`config.mk`:
```
export PLATFORM = sky130hd
export DESIGN_NAME = muldiv_unit
export DESIGN_NICKNAME = d
export VERILOG_FILES = /design/src/rtl/muldiv_unit.sv
export SDC_FILE = /design/constraint.sdc
export NUM_CORES = 1
export LEC_CHECK = 0
export ABC_AREA = 1
export BUFFER_PORTS_ARGS = -buffer_cell sky130_fd_sc_hd__buf_2
export CAP_MARGIN = 20
export CORE_MARGIN = 10
export CORE_UTILIZATION = 50
export CTS_BUF_LIST = sky130_fd_sc_hd__clkbuf_8 sky130_fd_sc_hd__clkbuf_16
export DETAILED_ROUTE_END_ITERATION = 7
export PLACE_DENSITY_LB_ADDON = 0.15
export SYNTH_ARGS = -nofsm -noshare
export SYNTH_HDL_FRONTEND = slang
export SYNTH_SLANG_ARGS = --single-unit
```
`constraint.sdc`:
```
create_clock -name clk -period 12.2 [get_ports clk]
set_clock_uncertainty 0.05 [all_clocks]
set_input_delay 2.44 -clock clk [delete_from_list [all_inputs] [get_ports clk]]
set_output_delay 2.44 -clock clk [all_outputs]
set_load 0.02 [all_outputs]
```
`src/rtl/muldiv_unit.sv`:
```
// Iterative RV32M multiply/divide unit: one bit per cycle (shift-add multiply,
// restoring divide). Handshake is start/busy/done; done is a one-cycle pulse.
module muldiv_unit #(
  parameter int XLEN = 32
) (
  input  logic            clk,
  input  logic            reset_n,
  input  logic            start,
  input  logic            kill,
  input  logic [1:0]      ALUOp,
  input  logic [6:0]      Funct7,
  input  logic [2:0]      Funct3,
  input  logic [XLEN-1:0] SrcA,
  input  logic [XLEN-1:0] SrcB,
  output logic            busy,
  output logic            done,
  output logic [XLEN-1:0] Result,
  output logic [1:0]      dbg_state
);
  localparam int CNT_W = $clog2(XLEN) + 1;
  localparam int PW    = 2 * XLEN;
  localparam logic [XLEN-1:0] MIN_NEG = {1'b1, {(XLEN-1){1'b0}}};

  typedef enum logic [1:0] {S_IDLE = 2'd0, S_RUN = 2'd1, S_DONE = 2'd2} state_e;

  state_e            state_q, state_d;
  logic [CNT_W-1:0]  cnt_q, cnt_d;
  logic [2:0]        op_q, op_d;
  logic              neg_q, neg_d;
  logic [XLEN-1:0]   hi_q, hi_d, lo_q, lo_d, mcand_q, mcand_d, result_q, result_d;

  logic              accept, a_sgn, b_sgn, a_neg, b_neg, is_div, div_zero, div_ovf, div_ge;
  logic [XLEN-1:0]   a_mag, b_mag, hi_n, lo_n, quo, rem, fin;
  logic [XLEN:0]     mul_sum, div_shift;
  logic [PW-1:0]     prod, prod_s;

  assign busy      = (state_q == S_RUN);
  assign done      = (state_q == S_DONE);
  assign Result    = result_q;
  assign dbg_state = state_q;

  // Operand decode and magnitude conversion at accept time.
  always_comb begin
    accept   = start && !kill && (ALUOp == 2'b10) && (Funct7 == 7'b0000001) &&
               (state_q != S_RUN);
    a_sgn    = Funct3 inside {3'b000, 3'b001, 3'b010, 3'b100, 3'b110};
    b_sgn    = Funct3 inside {3'b000, 3'b001, 3'b100, 3'b110};
    a_neg    = a_sgn && SrcA[XLEN-1];
    b_neg    = b_sgn && SrcB[XLEN-1];
    a_mag    = a_neg ? (~SrcA + XLEN'(1)) : SrcA;
    b_mag    = b_neg ? (~SrcB + XLEN'(1)) : SrcB;
    is_div   = Funct3[2];
    div_zero = is_div && (SrcB == '0);
    div_ovf  = is_div && !Funct3[0] && (SrcA == MIN_NEG) && (SrcB == '1);
  end

  // One iteration step; hi/lo double as {acc, multiplier} or {remainder, quotient}.
  always_comb begin
    mul_sum   = {1'b0, hi_q} + (lo_q[0] ? {1'b0, mcand_q} : '0);
    div_shift = {hi_q, lo_q[XLEN-1]};
    div_ge    = div_shift >= {1'b0, mcand_q};
    if (op_q[2]) begin
      hi_n = div_ge ? (div_shift[XLEN-1:0] - mcand_q) : div_shift[XLEN-1:0];
      lo_n = {lo_q[XLEN-2:0], div_ge};
    end else begin
      hi_n = mul_sum[XLEN:1];
      lo_n = {mul_sum[0], lo_q[XLEN-1:1]};
    end
    prod   = {hi_n, lo_n};
    prod_s = neg_q ? (~prod + PW'(1)) : prod;
    quo    = neg_q ? (~lo_n + XLEN'(1)) : lo_n;
    rem    = neg_q ? (~hi_n + XLEN'(1)) : hi_n;
    case (op_q)
      3'b000:                 fin = prod_s[XLEN-1:0];
      3'b001, 3'b010, 3'b011: fin = prod_s[PW-1:XLEN];
      3'b100, 3'b101:         fin = quo;
      default:                fin = rem;
    endcase
  end

  always_comb begin
    state_d  = state_q;
    cnt_d    = cnt_q;
    op_d     = op_q;
    neg_d    = neg_q;
    hi_d     = hi_q;
    lo_d     = lo_q;
    mcand_d  = mcand_q;
    result_d = result_q;
    if (kill) begin
      state_d = S_IDLE;
    end else if (state_q == S_RUN) begin
      hi_d = hi_n;
      lo_d = lo_n;
      if (cnt_q == CNT_W'(XLEN - 1)) begin
        result_d = fin;
        state_d  = S_DONE;
      end else begin
        cnt_d = cnt_q + CNT_W'(1);
      end
    end else begin
      state_d = S_IDLE;
      if (accept) begin
        op_d    = Funct3;
        // REM takes the dividend's sign; everything else the product of signs.
        neg_d   = (Funct3 == 3'b110) ? a_neg : (a_neg ^ b_neg);
        cnt_d   = '0;
        hi_d    = '0;
        lo_d    = is_div ? a_mag : b_mag;
        mcand_d = is_div ? b_mag : a_mag;
        if (div_zero) begin
          result_d = Funct3[1] ? SrcA : '1;
          state_d  = S_DONE;
        end else if (div_ovf) begin
          result_d = Funct3[1] ? '0 : MIN_NEG;
          state_d  = S_DONE;
        end else begin
          state_d = S_RUN;
        end
      end
    end
  end

  always_ff @(posedge clk or negedge reset_n) begin
    if (!reset_n) begin
      state_q  <= S_IDLE;
      cnt_q    <= '0;
      op_q     <= '0;
      neg_q    <= 1'b0;
      hi_q     <= '0;
      lo_q     <= '0;
      mcand_q  <= '0;
      result_q <= '0;
    end else begin
      state_q  <= state_d;
      cnt_q    <= cnt_d;
      op_q     <= op_d;
      neg_q    <= neg_d;
      hi_q     <= hi_d;
      lo_q     <= lo_d;
      mcand_q  <= mcand_d;
      result_q <= result_d;
    end
  end
endmodule

```
==> flow_metrics.py, run 1 <==
metrics = {
    "place": {
        "routabilityCongestion": 1.127,
        "place_hpwl_um": 67390,
        "preCtsSetupSlack_ns": 5.615,
        "numPortBuffers": 115,
    },
    "critical_path": {
        "reg2reg_to": "Result[10]",
        "cp-start-kind": "register",
        "crit_top_cell": "nand2_1",
        "critPathKind": "reg2reg",
        "cp.arrival_ns": 6.22,
        "critPathMaxFanout": 41,
        "slowest_stage": "buf_4",
        "required_ns": 12.45,
        "r2r_slack_ns": 6.23,
        "reg2regPathDepth": 28,
        "slowest_delay_ns": 0.47,
        "crit_start": "mcand_q[28]",
        "r2r-start": "mcand_q[28]",
        "cp-end-kind": "register",
    },
    "routing": {
        "wl_per_cell_um": 22.78,
        "drt_iter0_drc": 2823,
        "vias": 21780,
        "wirelength_um": 83700,
        "firstDrtPassIters": 7,
        "drc": 0,
        "drt-vias-per-instance": 5.928,
        "ant_nets": 0,
    },
    "timing": {
        "final.setup.tns_ns": 0,
        "max_slew_margin": 0.2573,
        "rsz0062_at_grt": "no",
        "hold_viol": 0,
        "worst_pin_slew_ns": 1.113,
        "setup_ws_ns": 6.229,
        "setup_viol": 0,
        "min_period_ns": 5.971,
        "fmax_mhz": 167.5,
        "period_share": 0.4894,
        "slew_viol_final": 0,
    },
    "clocking": {
        "root_buffer": "clkbuf_16",
        "cts_inserted_buffers": 17,
        "clk_latency_ns": 0.44,
        "cts_setup_buffers": 0,
        "clockBufferDepth": 2,
        "cts_sinks": 140,
        "cts.htree.levels": 4,
        "clk_pin_slew_worst_paths_ns": 0.07,
        "holdBufCountCts": 0,
        "cts_tree": "built",
        "cts_resized": 0,
    },
    "yosys": {
        "synthFlopType": "dfrtp_1",
        "synth-seq-cells": 140,
        "synth.cell_area_um2": 18300,
        "synthArstFlopShare": 1.000,
        "syn_inst": 3144,
        "yosysTopAreaCell": "dfrtp_1",
        "yosysWarnings": 0,
        "synthTopCellsByCount": "nand2_1, inv_1, nor2_1, nand3_1, o21ai_0",
        "netlist_top_cells_area": "dfrtp_1, nand2_1, inv_1",
        "synth_nets": 3296,
        "synth.avg_cell_area_um2": 5.821,
        "netlist.area_leader.share": 0.1914,
        "synth_edf_count": 0,
        "netlist-cell-type-count": 60,
        "seq_area_frac_synth": 0.1914,
        "synth_most_common_cell": "nand2_1",
    },
    "global_routing": {
        "grt_pass1_wl_um": 125500,
        "grt_max_degree": 85,
        "first_global_vias": 20590,
        "overflow": 0,
        "grt_use_total": 0.3707,
        "antenna_found_initial": 1,
    },
    "floorplanning": {
        "io_pins": 116,
        "core-area_um2": 36350,
        "die_h_um": 211.3,
        "initial_core_util": 0.5035,
        "rows": 70,
        "die_area_um2": 44660,
        "fp.dieW_um": 211.3,
    },
    "finish": {
        "diodes": 0,
        "drive_above_1_share": 0.1020,
        "syn2layout_area_growth_pct": 7.965,
        "nNetsFinal": 3345,
    },
    "pwr": {
        "cellPowerDensity_nw_per_um2": 116.0,
        "p_switching_mw": 1.128,
        "internal-power_mw": 1.164,
        "combPwrFrac": 0.501,
        "p_sw_frac": 0.4922,
        "vdd_drop_max_mv": 0.08164,
        "p_leak_nw": 10.63,
        "power.share.sequential": 0.246,
        "power_frac_clock": 0.254,
    },
    "min_path": {
        "min_from": "cnt_q[0]",
        "min-delay-path-class": "reg2reg",
        "whs_path_depth": 1,
        "whs_endpoint": "cnt_q[0]",
    },
    "flow_run": {
        "drv_cap": 0,
    },
    "status": {
        "status": "complete, no violations",
    },
}
## placed cells by master (no fill, tap or decap), types with 17 or more instances in the layout
cell type,instances
nand2_1,913
inv_1,483
nor2_1,292
nand3_1,251
o21ai_0,198
a21oi_1,153
dfrtp_1,138
buf_2,115
xor2_1,72
ha_1,70
nand4_1,50
nor3_1,34
nand2_2,31
o22ai_1,27
o221ai_1,25
nand3_2,24
o21ai_1,24
buf_4,23
xnor2_1,21
nor2_2,18
o211ai_1,18
a22oi_1,17
a21boi_1,17
clkbuf_16,17
## area by class of cell
type / count / area [um^2]
clock inverter: 13 / 178.9
tap: 468 / 585.6
sequential: 140 / 3508
fill: 3827 / 16590
timing repair buffer: 141 / 794.5
multi-input combinational: 2392 / 12360
clock buffer: 19 / 452.9
inverter: 501 / 1881
## flip-flops by register name, indices dropped and copies added (netlist names)
register	count
Result	32
cnt_q	6
hi_q	32
op_q	3
mcand_q	32
dbg_state	2
neg_q	1
lo_q	32
## worst max-delay path, delay by kind of cell, from the launching register on
family	cells	cell delay [ns]
AND/OR/NAND/NOR	18	2.85
AO/OA/AOI/OAI	5	0.96
buffers and inverters	3	0.83
adder cells (fa/ha/maj)	2	0.60
flip-flops	1	0.46
## per-stage QoR
stage / instances / util / instance area, um^2 / power [mW] / hold WS (ns)
final: 3674 / 0.5436 / 19760 / 2.292 / 0.4551
after CTS: 3671 / 0.5425 / 19720 / 2.244 / 0.4543
after floorplan: 3144 / - / 18300 / 1.284 / 0.4040
after detailed placement: 3639 / 0.5251 / 19090 / 1.668 / 0.4460
after global placement: 3639 / 0.5251 / 19090 / 1.656 / 0.4306
after global routing: 3674 / 0.5436 / 19760 / 2.407 / 0.4897
## power by group through the flow
stage          Sequential, mW  Combinational [mW]  Clock (mW)
2_1_floorplan           0.543               0.741           0
3_3_place_gp            0.569                1.09           0
3_5_place_dp            0.569                1.10           0
4_1_cts                 0.561                1.10       0.578
5_1_grt                 0.564                1.24       0.598
6_report                0.563                1.15       0.581
## cell families (layout without fill, tap and decap cells)
kind of cell | Yosys count | count (layout) | synth area share
buffers and inverters | 612 | 674 | 0.1335
AND/OR/NAND/NOR | 1693 | 1693 | 0.4105
AO/OA/AOI/OAI | 534 | 534 | 0.1701
adder cells (fa/ha/maj) | 72 | 72 | 0.05004
flip-flops | 140 | 140 | 0.1914
XOR/XNOR | 93 | 93 | 0.04451
## worst max path at each step
stage / endpoint / slack, ns / cells after the start
floorplan: lo_q[28] / 7.43 / 18
global placement: lo_q[12] / 5.70 / 12
detailed placement: lo_q[12] / 5.61 / 12
CTS: lo_q[12] / 6.08 / 12
global route: Result[10] / 5.88 / 28
finish: Result[10] / 6.23 / 28
## per-layer routing
metal	GRT usage	part of all wire	routed length [um]
met4	0.2785	0.083	6924
met2	0.5712	0.44	36550
met5	0	0	0
met1	0.4476	0.38	31700
met3	0.07941	0.10	8525
Power figures use the tool's default switching activity.
==> run 2: changes to the inputs <==
- clock period: 12.2 -> 5.8 ns (I/O delays scaled with it)
==> flow_metrics.py, run 2 (synthesis gave the netlist of run 1 again) <==
metrics = {
    "pwr": {
        "p_sw_frac": 0.4948,
        "internal-power_mw": 2.485,
        "p_leak_nw": 10.62,
        "power.share.sequential": 0.243,
        "power_frac_clock": 0.260,
        "cellPowerDensity_nw_per_um2": 249.2,
        "combPwrFrac": 0.496,
        "p_switching_mw": 2.434,
        "vdd_drop_max_mv": 0.2279,
    },
    "clocking": {
        "clk_pin_slew_worst_paths_ns": 0.07,
        "clockBufferDepth": 2,
        "holdBufCountCts": 0,
        "clk_latency_ns": 0.46,
        "cts_sinks": 140,
        "cts_tree": "built",
        "cts_setup_buffers": 0,
        "root_buffer": "clkbuf_16",
        "cts_resized": 0,
        "cts.htree.levels": 4,
        "cts_inserted_buffers": 17,
    },
    "status": {
        "status": "complete, no violations",
    },
    "finish": {
        "postLayoutCellArea_um2": 19740,
        "drive_above_1_share": 0.1012,
        "postLayoutCoreUtil": 0.5431,
        "syn2layout_area_growth_pct": 7.862,
        "ff_latch_area_um2": 3508,
        "final_common_cell": "nand2_1",
        "fill_cells": 3798,
        "stdcell_count": 3671,
        "multi_input_area_um2": 12360,
        "diodes": 0,
        "nNetsFinal": 3342,
        "mostFrequentLayoutCells": "nand2_1, inv_1, nor2_1, nand3_1, o21ai_0",
    },
    "critical_path": {
        "r2r_slack_ns": 0.63,
        "cp-start-kind": "register",
        "required_ns": 6.13,
        "critPathMaxFanout": 40,
        "cp-end-kind": "register",
        "critPathKind": "reg2reg",
        "cp.arrival_ns": 5.50,
    },
    "floorplanning": {
        "die_area_um2": 44660,
        "initial_core_util": 0.5035,
        "core-area_um2": 36350,
        "rows": 70,
        "die_h_um": 211.3,
        "fp.dieW_um": 211.3,
        "io_pins": 116,
    },
    "routing": {
        "drt_iter0_drc": 2959,
        "highest_layer": "met4",
        "drt-vias-per-instance": 6.117,
        "vias": 22460,
        "firstDrtPassIters": 6,
        "wl_per_cell_um": 23.57,
        "wirelength_um": 86510,
        "wl_met2_um": 36890,
        "drc": 0,
        "ant_nets": 0,
        "wl_met1_um": 32820,
        "wl_met3_um": 9128,
    },
    "timing": {
        "slew_viol_final": 0,
        "fmax_mhz": 193.3,
        "hold_viol": 0,
        "max_slew_margin": 0.1434,
        "period_share": 0.8918,
        "rsz0062_at_grt": "no",
        "worst_pin_slew_ns": 1.271,
        "setup_viol": 0,
        "min_period_ns": 5.173,
        "final.setup.tns_ns": 0,
    },
    "global_routing": {
        "grt_use_total": 0.3795,
        "grt_pass1_wl_um": 128700,
        "overflow": 0,
        "antenna_found_initial": 1,
        "grt_max_degree": 96,
        "first_global_vias": 20930,
    },
    "place": {
        "dpl_cell_area_um2": 19090,
        "routabilityCongestion": 1.115,
        "dp_cells": 3639,
        "place_hpwl_um": 69830,
        "numPortBuffers": 115,
    },
    "min_path": {
        "min-delay-path-class": "reg2reg",
    },
    "flow_run": {
        "drv_cap": 0,
    },
}
## run 2: cell types whose count changed in the layout (fill, tap and decap cells not counted), sizes merged
cell / delta
buf: -2
clkinv: -2
bufinv: +1
clkbuf: -1
inv: +1
## run 2: power groups by stage
stage / registers [mW] / logic (mW) / clock network (mW)
3_5_place_dp: 1.21 / 2.33 / 0
3_3_place_gp: 1.21 / 2.31 / 0
5_1_grt: 1.20 / 2.61 / 1.30
4_1_cts: 1.19 / 2.34 / 1.26
2_1_floorplan: 1.14 / 1.56 / 0
6_report: 1.20 / 2.44 / 1.28
## run 2: area by class of cell
class | count | share of cell area
flip-flops and latches | 140 | 0.1777
repair buffers | 138 | 0.03822
well taps | 468 | 0.02966
multi-input cells | 2392 | 0.6260
inverters | 501 | 0.09526
clock buffers | 19 | 0.02294
clock inverters | 13 | 0.01014
## run 2: path summary, 6_finish.rpt
path / start / endpoint / depth (start not counted)
worst min register to register: cnt_q[0] / cnt_q[0] / 1
worst min-delay path: cnt_q[0] / cnt_q[0] / 1
worst max register to register: mcand_q[18] / Result[18] / 26
min in group asynchronous: reset_n / hi_q[11] / 1
max in group asynchronous: reset_n / lo_q[28] / 2
worst max-delay path: mcand_q[18] / Result[18] / 26
## run 2: routing by layer
| metal | up-vias | GRT usage |
|---|---|---|
| met4 | 0 | 0.2911 |
| met5 | - | 0 |
| met3 | 335 | 0.07660 |
| met2 | 1549 | 0.5784 |
| met1 | 10350 | 0.4642 |
| li1 | 10220 | - |
## run 2: per-stage QoR
| step | hold slack [ns] | worst slack, ns | power [mW] |
|---|---|---|---|
| floorplan | 0.4040 | 1.977 | 2.701 |
| global placement | 0.4294 | 0.8401 | 3.522 |
| detailed placement | 0.4414 | 0.8522 | 3.536 |
| CTS | 0.4582 | 0.8280 | 4.796 |
| global route | 0.4904 | 0.4143 | 5.114 |
| finish | 0.4606 | 0.6275 | 4.919 |
## run 2: critical path, stage by stage (launching register included)
cell and delay (ns):
dfrtp_1 0.53, inv_1 0.18, ha_1 0.42, nand2_1 0.14
nor2_1 0.17, nand2_1 0.13, nor2_1 0.13, nand2_1 0.08
nand2_2 0.09, nor2_4 0.05, nand2_4 0.11, buf_4 0.44
nand2_1 0.10, nand3_1 0.26, nand2_1 0.26, inv_1 0.24
ha_1 0.32, nand3_1 0.16, o21ai_2 0.25, nand2_4 0.12
inv_2 0.10, nand2_1 0.06, nand2_1 0.05, nand3_1 0.16
nand3_1 0.25, nand2_1 0.08, a21boi_1 0.15
